## src/rtl/calc_pkg.sv

```systemverilog
// Shared types for the calculator controller: opcodes, FSM states, operand width.
package calc_pkg;

   localparam int unsigned DEFAULT_DATA_W = 8;

   typedef enum logic [1:0] {
      OP_ADD = 2'd0,
      OP_SUB = 2'd1,
      OP_MUL = 2'd2,
      OP_DIV = 2'd3
   } op_t;

   typedef enum logic [2:0] {
      S_A,
      S_OP,
      S_B,
      S_EXEC,
      S_DONE
   } state_t;

endpackage

```

## src/rtl/calc_alu.sv

```systemverilog
// Combinational arithmetic for calc_controller. Divider only built with CALC_DIV_EN;
// otherwise DIV reports err=1 with a zero result.
module calc_alu
   import calc_pkg::*;
#(
   parameter int unsigned DATA_W = DEFAULT_DATA_W
) (
   input  logic [DATA_W-1:0]   a,
   input  logic [DATA_W-1:0]   b,
   input  op_t                 op,
   output logic [2*DATA_W-1:0] result,
   output logic                err
);

   logic [2*DATA_W-1:0] a_ext;
   logic [2*DATA_W-1:0] b_ext;
   logic [2*DATA_W-1:0] product;

   assign a_ext = {{DATA_W{1'b0}}, a};
   assign b_ext = {{DATA_W{1'b0}}, b};

   multiplier_8bit u_mul (
      .a (a),
      .b (b),
      .p (product)
   );

   always_comb begin
      result = '0;
      err    = 1'b0;
      case (op)
         OP_ADD: result = a_ext + b_ext;
         OP_SUB: result = a_ext - b_ext;
         OP_MUL: result = product;
         OP_DIV: begin
`ifdef CALC_DIV_EN
            if (b == '0) begin
               err = 1'b1;
            end else begin
               result = {a % b, a / b};
            end
`else
            err = 1'b1;
`endif
         end
         default: result = '0;
      endcase
   end

endmodule

```

## src/rtl/multiplier_8bit.sv

```systemverilog
// Combinational unsigned 8x8 -> 16 shift-and-add multiplier.
module multiplier_8bit (
   input  logic [7:0]  a,
   input  logic [7:0]  b,
   output logic [15:0] p
);

   always_comb begin
      p = '0;
      for (int unsigned i = 0; i < 8; i++) begin
         if (b[i]) p = p + ({8'd0, a} << i);
      end
   end

endmodule

```

## src/rtl/calc_controller.sv

```systemverilog
// Token-driven calculator FSM: captures A, opcode, B, executes in one cycle and
// presents a registered result until consumed. DIV support gated by CALC_DIV_EN.
module calc_controller
   import calc_pkg::*;
#(
   parameter int unsigned DATA_W = DEFAULT_DATA_W
) (
   input  logic                clk,
   input  logic                rst_n,
   input  logic                clr,
   input  logic                in_valid,
   input  logic [DATA_W-1:0]   in_data,
   output logic                in_ready,
   output logic                res_valid,
   input  logic                res_ready,
   output logic [2*DATA_W-1:0] result,
   output logic                err
);

   state_t              state;
   logic [DATA_W-1:0]   a_q;
   logic [DATA_W-1:0]   b_q;
   op_t                 op_q;
   logic [2*DATA_W-1:0] alu_result;
   logic                alu_err;
   logic                take;

   assign take = in_valid && in_ready;

   calc_alu #(.DATA_W(DATA_W)) u_alu (
      .a      (a_q),
      .b      (b_q),
      .op     (op_q),
      .result (alu_result),
      .err    (alu_err)
   );

   always_ff @(posedge clk or negedge rst_n) begin
      if (!rst_n) begin
         state     <= S_A;
         in_ready  <= 1'b1;
         res_valid <= 1'b0;
         result    <= '0;
         err       <= 1'b0;
         a_q       <= '0;
         b_q       <= '0;
         op_q      <= OP_ADD;
      end else if (clr) begin
         // clr overrides any handshake in the same cycle
         state     <= S_A;
         in_ready  <= 1'b1;
         res_valid <= 1'b0;
      end else begin
         case (state)
            S_A: begin
               if (take) begin
                  a_q   <= in_data;
                  state <= S_OP;
               end
            end
            S_OP: begin
               if (take) begin
                  op_q  <= op_t'(in_data[1:0]);
                  state <= S_B;
               end
            end
            S_B: begin
               if (take) begin
                  b_q      <= in_data;
                  in_ready <= 1'b0;
                  state    <= S_EXEC;
               end
            end
            S_EXEC: begin
               result    <= alu_result;
               err       <= alu_err;
               res_valid <= 1'b1;
               state     <= S_DONE;
            end
            S_DONE: begin
               if (res_valid && res_ready) begin
                  res_valid <= 1'b0;
                  in_ready  <= 1'b1;
                  state     <= S_A;
               end
            end
            default: begin
               state     <= S_A;
               in_ready  <= 1'b1;
               res_valid <= 1'b0;
            end
         endcase
      end
   end

endmodule
```

## config.mk

```make
export PLATFORM = sky130hd
export DESIGN_NAME = calc_controller
export DESIGN_NICKNAME = d
export VERILOG_FILES = /design/src/rtl/calc_pkg.sv /design/src/rtl/calc_alu.sv /design/src/rtl/multiplier_8bit.sv /design/src/rtl/calc_controller.sv
export SDC_FILE = /design/constraint.sdc
export NUM_CORES = 1
export LEC_CHECK = 0
export CORE_ASPECT_RATIO = 0.75
export CORE_MARGIN = 2
export CORE_UTILIZATION = 40
export CTS_CLUSTER_DIAMETER = 40
export DETAILED_ROUTE_END_ITERATION = 10
export PLACE_DENSITY = 0.65
export SYNTH_ARGS = -nofsm -noshare
export SYNTH_HDL_FRONTEND = slang
export SYNTH_SLANG_ARGS = --single-unit
```

## constraint.sdc

```tcl
create_clock -name clk -period 15.6 [get_ports clk]
set_clock_uncertainty 0.05 [all_clocks]
set_input_delay 3.12 -clock clk [delete_from_list [all_inputs] [get_ports clk]]
set_output_delay 3.12 -clock clk [all_outputs]
set_load 0.05 [all_outputs]
```

==> flow_metrics.env, run 1 <==
export IMPL_n_antenna_cell=0
export IMPL_critPathSlowestCell="dfrtp_1"
export IMPL_r2r_setup_slack_ns=5.21
export IMPL_antenna_found_initial=0
export IMPL_netSwitchingFraction_pct=54.3
export IMPL_start_util_pct=40.9
export IMPL_combPwrFrac_pct=80.0
export IMPL_nNetsFinal=807
export IMPL_grt_max_degree=41
export IMPL_firstDrtPassIters=5
export IMPL_numCtsBuffers=5
export IMPL_pwr_share_clk_pct=6.8
export IMPL_ys_types=71
export IMPL_cts_tree="built"
export IMPL_slew_violations=0
export IMPL_status="finished, final reports clean"
export IMPL_p_seq_share_pct=13.2
export IMPL_cts_root_buf="clkbuf_16"
export IMPL_ys_flop_type="dfrtp_1"
export IMPL_grt_ovfl_total=0
export IMPL_critical_path_most_common_cell="ha_1"
export IMPL_core_sq_mm=0.0137
export IMPL_die_area_sq_mm=0.0149
export IMPL_synth_seq_cells=40
export IMPL_setup_viol_count_final=0
export IMPL_hp_class="flop to flop"
export IMPL_crit_cells=47
export IMPL_via_per_inst=6.15
export IMPL_clk_pin_slew_worst_paths_ns=0.06
export IMPL_period_minus_slack_ns=10.39
export IMPL_synth_warnings=0
export IMPL_drtIter0Drc=389
export IMPL_cts_resized=0
export IMPL_grt_use_total_pct=22.5
export IMPL_postSynthCellCount=690
export IMPL_p_per_area_mw_per_mm2=251
export IMPL_synth_edff_count=0
export IMPL_whs_path_depth=1
export IMPL_routed_wl_um=16600
export IMPL_fp_dieW_um=140
export IMPL_finalHoldViolCount=0
export IMPL_critPathKind="flop to flop"
export IMPL_setup_slack_ns=5.21
export IMPL_syn_avg_cell_area_sq_um=8.09
export IMPL_max_freq_mhz=96.3
export IMPL_holdBufCountCts=0
export IMPL_rows=37
export IMPL_synth_cell_area_sq_mm=0.00558
export IMPL_grt_first_pass_wirelength_um=27200
export IMPL_slew_headroom_pct=33.5
export IMPL_syn_nets=786
export IMPL_fin_crit_sh_pct=66.6
export IMPL_place_gp_congestion=0.911
export IMPL_p_sw_uw=842
export IMPL_cts_htree_levels=2
export IMPL_min_delay_worst_endpoint="result[3]$_DFFE_PN0P_"
export IMPL_reg2reg_from="a_q[1]$_DFFE_PN0P_"
export IMPL_arrival_ns=10.51
export IMPL_cp_end_kind="flop"
export IMPL_setup_tns_ns=0
export IMPL_clk_latency_ns=0.30
export IMPL_rsz0062_at_grt="false"
export IMPL_die_y_um=106
export IMPL_ant_nets=0
export IMPL_port_buffers=31
export IMPL_io_pins=32
export IMPL_drive_gt1_share_pct=7.16
export IMPL_max_stage_delay_ns=0.67
export IMPL_critPathTopFamily="compound AO/OA/AOI/OAI gates"
export IMPL_min_from="result[3]$_DFFE_PN0P_"
export IMPL_cp_data_required_time_ns=15.72
export IMPL_r2r_cells=47
export IMPL_post_cts_setup_buffers=0
export IMPL_rr_endpoint="result[13]$_DFFE_PN0P_"
export IMPL_drc=0
export IMPL_internal_power_uw=710
export IMPL_dp_slack_ns=5.45
export IMPL_vias=5458
export IMPL_path_buf_inv=3
export IMPL_p_leak_nw=2.77
export IMPL_yosysSeqAreaShare_pct=18.0
export IMPL_post_dp_hpwl_um=12500
export IMPL_wl_per_cell_um=18.7
export IMPL_start_kind="flop"
export IMPL_area_growth_pct=10.9
export IMPL_utilization_pct=45.3
export IMPL_async_flop_share_pct=100
export IMPL_peakVddDrop_uv=93.7
export IMPL_critPathMaxFanout=16
export IMPL_cts_sinks=40
export IMPL_grt_pass1_vias=5379
export IMPL_cts_max_path_buffers=2
export IMPL_drv_cap=0
export IMPL_worstMarginPinSlew_ns=0.998
==> flip-flops by register name, summed over array words and instances, names as in the netlist <==
register   flops
b_q            8
op_q           2
result        16
state          3
res_valid      1
err            1
in_ready       1
a_q            8
==> cell usage after synthesis (16+ instances only) <==
cell type	count	area, sq um
a21o_1	16	120
a21oi_1	47	235
dfrtp_1	39	976
ha_1	74	926
inv_1	33	124
mux2_2	25	282
nand2_1	58	218
nand3_1	17	85.1
nor2_1	64	240
o21ai_0	52	260
xor2_1	16	140
==> logic make-up after synthesis <==
| family | count (synthesis) | synth area share, % |
|---|---|---|
| buffers and inverters | 58 | 4.01 |
| flip-flops | 40 | 18.0 |
| AO/OA/AOI/OAI | 236 | 28.8 |
| XOR/XNOR | 31 | 4.87 |
| adder cells (fa/ha/maj) | 83 | 19.8 |
| AND/OR/NAND/NOR | 211 | 18.5 |
| multiplexers | 31 | 6.12 |
==> power groups by stage <==
stage / Combinational, mW / Sequential [mW] / Clock (mW)
after floorplan: 0.914 / 0.224 / 0
after global placement: 1.18 / 0.205 / 0
after detailed placement: 1.21 / 0.205 / 0
after CTS: 1.22 / 0.203 / 0.107
after global routing: 1.38 / 0.211 / 0.111
final: 1.24 / 0.205 / 0.106
==> routing by layer <==
layer	track usage, %	routed length [um]
met4	5.19	204
met5	0	0
met1	32.4	7940
met3	2.70	988
met2	36.0	7440
==> final cells by class <==
| cell class | instances | area, sq um |
|---|---|---|
| fillers | 1317 | 7470 |
| well taps | 175 | 219 |
| flip-flops and latches | 40 | 1000 |
| clock buffers | 6 | 129 |
| multi-input cells | 592 | 4350 |
| repair buffers | 34 | 328 |
| inverters | 38 | 143 |
| clock inverters | 2 | 12.5 |
==> stage by stage <==
step	instance area, sq um	instances	power [mW]	hold slack, ns
global placement	6050	879	1.38	0.431
global route	6190	887	1.70	0.462
finish	6190	887	1.55	0.443
CTS	6190	887	1.53	0.451
floorplan	5580	690	1.14	0.461
detailed placement	6050	879	1.42	0.423
==> cells in the final DEF, fill, tap and decap left out, types with 4 or more instances in the layout <==
cell type	count
nand3b_1	5
xnor2_1	15
mux2_2	25
clkdlybuf4s50_1	30
nor3_1	15
and3_1	6
clkbuf_16	5
o221ai_1	4
nor2b_1	11
a21o_1	16
dfrtp_1	39
mux2i_1	6
and2_1	4
o31ai_1	9
nor4_1	4
xor2_1	16
nand2b_1	11
inv_1	33
nand3_1	17
o22a_1	4
a21oi_1	47
a21boi_0	4
o22ai_1	4
o21bai_1	7
fa_1	9
nand2_1	58
a211oi_1	11
o21a_1	13
a31oi_1	7
o211ai_1	13
o31a_1	6
nor2_1	64
o21ai_0	52
nor3b_1	5
a221oi_1	4
ha_1	74
==> worst max path at each step <==
| stage | startpoint | endpoint | slack, ns |
|---|---|---|---|
| 2_1_floorplan | a_q[1]$_DFFE_PN0P_ | result[15]$_DFFE_PN0P_ | 7.00 |
| 3_3_place_gp | a_q[1]$_DFFE_PN0P_ | result[13]$_DFFE_PN0P_ | 5.98 |
| 3_5_place_dp | a_q[1]$_DFFE_PN0P_ | result[13]$_DFFE_PN0P_ | 5.45 |
| 4_1_cts | a_q[1]$_DFFE_PN0P_ | result[13]$_DFFE_PN0P_ | 5.41 |
| 5_1_grt | a_q[1]$_DFFE_PN0P_ | result[14]$_DFFE_PN0P_ | 4.47 |
| 6_report | a_q[1]$_DFFE_PN0P_ | result[13]$_DFFE_PN0P_ | 5.21 |
Note: power is estimated with default switching activity, not from simulation.
==> run 2: changes to the inputs <==
clock period = 10.6 ns   (was 15.6 ns; I/O delays follow)
==> run 2 against run 1 <==
Compared with the run above: utilization rose by 0.50 points; sequential share of layout area fell by 0.16 points; worst setup slack got worse by 4.5 ns; final cell count rose by 0.34%; critical path type unchanged; hold slack improved by 0.0037 ns; global-route usage fell by 0.26 points; count of clock-buffer cells in the layout fell by 1; fmax rose by 5.5%; die area did not move; sequential power rose by 39%; critical path depth fell by 2.
==> flow_metrics.env, run 2 (same netlist as run 1, synthesis figures left out) <==
export IMPL_status="finished, final reports clean"
export IMPL_p_leak_nw=2.80
export IMPL_max_stage_delay_ns=0.58
export IMPL_max_freq_mhz=102
export IMPL_wl_per_cell_um=18.6
export IMPL_grt_ovfl_total=0
export IMPL_drv_cap=0
export IMPL_clk_pin_slew_worst_paths_ns=0.07
export IMPL_critical_path_most_common_cell="ha_1"
export IMPL_final_cell_mix="ha_1 (74), nor2_1 (64), nand2_1 (58), o21ai_0 (52), a21oi_1 (46)"
export IMPL_setup_viol_count_final=0
export IMPL_setup_slack_ns=0.749
export IMPL_largest_register="result"
export IMPL_grt_first_pass_wirelength_um=26900
export IMPL_routed_wl_um=16500
export IMPL_dp_slack_ns=0.582
export IMPL_p_per_area_mw_per_mm2=372
export IMPL_area_growth_pct=12.1
export IMPL_peakVddDrop_uv=130
export IMPL_clk_latency_ns=0.30
export IMPL_cts_tree="built"
export IMPL_largest_reg_flops=16
export IMPL_setup_tns_ns=0
export IMPL_drive_gt1_share_pct=8.25
export IMPL_fp_dieW_um=140
export IMPL_slew_headroom_pct=35.7
export IMPL_combPwrFrac_pct=79.8
export IMPL_critPathSlowestCell="dfrtp_2"
export IMPL_layout_commonest_cell="ha_1"
export IMPL_cts_htree_levels=2
export IMPL_cts_max_path_buffers=2
export IMPL_rows=37
export IMPL_io_pins=32
export IMPL_grt_use_total_pct=22.2
export IMPL_cts_root_buf="clkbuf_16"
export IMPL_die_area_sq_mm=0.0149
export IMPL_grt_pass1_vias=5284
export IMPL_cts_sinks=40
export IMPL_critPathKind="flop to flop"
export IMPL_fin_crit_sh_pct=92.9
export IMPL_fin_area_sq_mm=0.00626
export IMPL_finalPower_mw=2.33
export IMPL_via_per_inst=6.18
export IMPL_largestRegisters="result x16, a_q x8, b_q x8"
export IMPL_drc=0
export IMPL_cp_data_required_time_ns=10.72
export IMPL_ant_nets=0
export IMPL_finalHoldViolCount=0
export IMPL_arrival_ns=9.98
export IMPL_n_antenna_cell=0
export IMPL_holdWs_ns=0.447
export IMPL_critPathMaxFanout=16
export IMPL_dpl_cell_area_sq_mm=0.00607
export IMPL_place_gp_congestion=0.925
export IMPL_core_sq_mm=0.0137
export IMPL_r2r_setup_slack_ns=0.75
export IMPL_port_buffers=31
export IMPL_post_cts_setup_buffers=0
export IMPL_firstDrtPassIters=5
export IMPL_hp_class="flop to flop"
export IMPL_path_buf_inv=1
export IMPL_worstMarginPinSlew_ns=0.964
export IMPL_die_y_um=106
export IMPL_start_kind="flop"
export IMPL_start_util_pct=40.9
export IMPL_netSwitchingFraction_pct=53.8
export IMPL_vias=5497
export IMPL_p_sw_mw=1.25
export IMPL_pwr_share_clk_pct=8.0
export IMPL_slew_violations=0
export IMPL_holdBufCountCts=0
export IMPL_cp_end_kind="flop"
export IMPL_numCtsBuffers=5
export IMPL_post_dp_hpwl_um=12500
export IMPL_p_seq_share_pct=12.2
export IMPL_drtIter0Drc=405
export IMPL_critPathTopFamily="compound AO/OA/AOI/OAI gates"
export IMPL_nNetsFinal=810
export IMPL_period_minus_slack_ns=9.85
export IMPL_internal_power_mw=1.08
export IMPL_antenna_found_initial=0
export IMPL_grt_max_degree=41
[run 2: layout make-up]
| class | instances | area, sq um |
|---|---|---|
| multi-input combinational | 592 | 4370 |
| fill | 1312 | 7400 |
| timing repair buffer | 37 | 350 |
| inverter | 38 | 143 |
| clock buffer | 5 | 125 |
| tap | 175 | 219 |
| sequential | 40 | 1000 |
| clock inverter | 3 | 46.3 |
[run 2: final timing paths]
kind                                  startpoint                endpoint  cells past startpoint
min in group asynchronous                  rst_n   result[8]$_DFFE_PN0P_                      1
max in group asynchronous                  rst_n      a_q[1]$_DFFE_PN0P_                      1
min reg2reg                result[3]$_DFFE_PN0P_   result[3]$_DFFE_PN0P_                      1
min                        result[3]$_DFFE_PN0P_   result[3]$_DFFE_PN0P_                      1
max                           a_q[1]$_DFFE_PN0P_  result[13]$_DFFE_PN0P_                     45
max reg2reg                   a_q[1]$_DFFE_PN0P_  result[13]$_DFFE_PN0P_                     45
[run 2: what timing repair did]
action                                  in CTS  in global routing
endpoints found under the setup margin       0                  6
endpoints found under the hold margin        0                  0
resized for setup                            0                  5
[run 2: power by group through the flow]
stage,Combinational [mW],Sequential (mW),Clock (mW)
after CTS,1.82,0.282,0.186
after global routing,2.06,0.293,0.193
after global placement,1.76,0.282,0
after floorplan,1.35,0.330,0
after detailed placement,1.81,0.285,0
final,1.86,0.284,0.185
[run 2: metrics by stage]
step / util (%) / instances
2_1_floorplan: - / 690
3_3_place_gp: 44.4 / 882
5_1_grt: 45.8 / 890
3_5_place_dp: 44.4 / 882
4_1_cts: 45.7 / 890
6_report: 45.8 / 890
[run 2: metal layers]
layer	GRT usage [%]	vias to the layer above	share of wire, %
met5	0	-	0
met4	4.47	0	1.4
met1	31.7	2667	48
met2	35.7	182	44
met3	3.47	27	5.8
li1	-	2621	-
==> run 3: changes to the inputs <==
CORE_UTILIZATION = 55   (was 40)
PLACE_DENSITY = 0.85   (was 0.65)
clock period = 8.05 ns   (was 10.6 ns; I/O delays follow)
==> run 3 against run 2 <==
Compared with the run above: the flow now finishes with violations (setup timing); final cell count is 11% higher; design area is 24% higher; non-clock buffer count is 138 higher; fmax is 16% higher; critical path type unchanged.
==> flow_metrics.env, run 3 (same netlist as run 1, synthesis figures left out) <==
export IMPL_die_area_sq_mm=0.0110
export IMPL_multiInputGateArea_sq_mm=0.00487
export IMPL_numCtsBuffers=5
export IMPL_cts_tree="built"
export IMPL_status="complete, but fails checks"
export IMPL_layout_commonest_cell="buf_4"
export IMPL_io_pins=32
export IMPL_rr_endpoint="result[14]$_DFFE_PN0P_"
export IMPL_dpl_cell_area_sq_mm=0.00676
export IMPL_setup_viol_count_final=7
export IMPL_critPathKind="flop to flop"
export IMPL_routed_wl_um=19600
export IMPL_final_cell_mix="buf_4 (140), nor2_1 (61), nand2_1 (57), ha_1 (53), dfrtp_1 (38)"
export IMPL_critPathMaxFanout=5
export IMPL_antenna_found_initial=0
export IMPL_setup_slack_ns=-0.448
export IMPL_slew_violations=0
export IMPL_largest_reg_flops=16
export IMPL_post_dp_hpwl_um=12800
export IMPL_drv_cap=0
export IMPL_grt_pass1_vias=6593
export IMPL_cp_end_kind="flop"
export IMPL_hp_class="flop to flop"
export IMPL_rows=31
export IMPL_rsz0062_at_grt="true"
export IMPL_max_freq_mhz=118
export IMPL_grt_use_total_pct=34.6
export IMPL_via_per_inst=6.62
export IMPL_fp_dieW_um=120
export IMPL_drc=0
export IMPL_clk_pin_slew_worst_paths_ns=0.07
export IMPL_violations="setup timing"
export IMPL_min_delay_worst_endpoint="result[2]$_DFFE_PN0P_"
export IMPL_critPathTopFamily="compound AO/OA/AOI/OAI gates"
export IMPL_vias=6516
export IMPL_grt_ovfl_total=0
export IMPL_wl_per_cell_um=19.9
export IMPL_cts_htree_levels=2
export IMPL_max_stage_delay_ns=0.41
export IMPL_drive_gt1_share_pct=32.2
export IMPL_clk_latency_ns=0.29
export IMPL_holdBufCountCts=0
export IMPL_core_sq_mm=0.00977
export IMPL_die_y_um=91.2
export IMPL_reg2reg_from="b_q[0]$_DFFE_PN0P_"
export IMPL_nNetsFinal=948
export IMPL_arrival_ns=8.61
export IMPL_worstMarginPinSlew_ns=0.974
export IMPL_cts_root_buf="clkbuf_16"
export IMPL_n_antenna_cell=0
export IMPL_path_buf_inv=3
export IMPL_drtIter0Drc=645
export IMPL_start_kind="flop"
export IMPL_largest_register="result"
export IMPL_area_growth_pct=39.0
export IMPL_fin_area_sq_mm=0.00776
export IMPL_port_buffers=31
export IMPL_grt_first_pass_wirelength_um=30800
export IMPL_place_gp_congestion=0.988
export IMPL_critPathSlowestCell="fa_2"
export IMPL_largestRegisters="result x16, a_q x8, b_q x8"
export IMPL_start_util_pct=57.1
export IMPL_r2r_cells=45
export IMPL_cts_max_path_buffers=2
export IMPL_fillers=563
export IMPL_grt_max_degree=41
export IMPL_finalHoldViolCount=0
export IMPL_whs_path_depth=1
export IMPL_ant_nets=0
export IMPL_min_from="result[2]$_DFFE_PN0P_"
export IMPL_ff_latch_area_sq_mm=0.00100
export IMPL_fin_crit_sh_pct=106
export IMPL_holdWs_ns=0.439
export IMPL_cts_sinks=40
export IMPL_slew_headroom_pct=35.0
export IMPL_r2r_setup_slack_ns=-0.45
export IMPL_period_minus_slack_ns=8.50
export IMPL_cp_data_required_time_ns=8.16
export IMPL_firstDrtPassIters=5
==> run 3: per-layer routing <==
layer	global-route usage [%]	part of all wire (%)	wire length, um	vias to the layer above
met4	13.7	4.1	807	0
met2	61.8	49	9520	420
met1	40.7	38	7510	3110
met5	0	0	0	-
met3	6.85	9.1	1790	101
li1	-	-	-	2885
==> run 3: timing repair <==
action | CTS | global route
gates resized for setup | 66 | 41
endpoints found under the setup margin | 7 | 8
setup buffers | 40 | 8
pin swaps | 51 | 43
gates cloned | 0 | 0
==> run 3: final cells by class <==
cell class	count	share of cell area, %
Tap cell	132	2.13
Clock buffer	5	1.61
Sequential cell	40	12.9
Timing Repair Buffer	175	18.1
Inverter	38	1.84
Multi-Input combinational cell	592	62.8
Clock inverter	3	0.597
==> run 3: metrics by stage <==
step | util, % | instances | TNS, ns | setup slack (ns)
floorplan | - | 690 | 0 | 0.000218
global placement | 69.1 | 929 | -0.613 | -0.182
detailed placement | 69.1 | 929 | -2.80 | -0.568
CTS | 76.6 | 977 | -0.205 | -0.0890
global route | 79.4 | 985 | -5.26 | -0.918
finish | 79.4 | 985 | -2.30 | -0.448
==> run 3: how the worst max path moves through the flow <==
stage / start / to / slack [ns] / cells past startpoint
4_1_cts: a_q[1]$_DFFE_PN0P_ / result[14]$_DFFE_PN0P_ / -0.09 / 47
6_report: b_q[0]$_DFFE_PN0P_ / result[14]$_DFFE_PN0P_ / -0.45 / 45
3_5_place_dp: b_q[0]$_DFFE_PN0P_ / result[14]$_DFFE_PN0P_ / -0.57 / 43
3_3_place_gp: a_q[1]$_DFFE_PN0P_ / result[15]$_DFFE_PN0P_ / -0.18 / 44
5_1_grt: b_q[0]$_DFFE_PN0P_ / result[13]$_DFFE_PN0P_ / -0.92 / 49
2_1_floorplan: b_q[0]$_DFFE_PN0P_ / result[15]$_DFFE_PN0P_ / 0.0002 / 49
Power of run 3 is not shown: default switching activity piles up to over one toggle a cycle in this logic, so the estimate is an artifact.
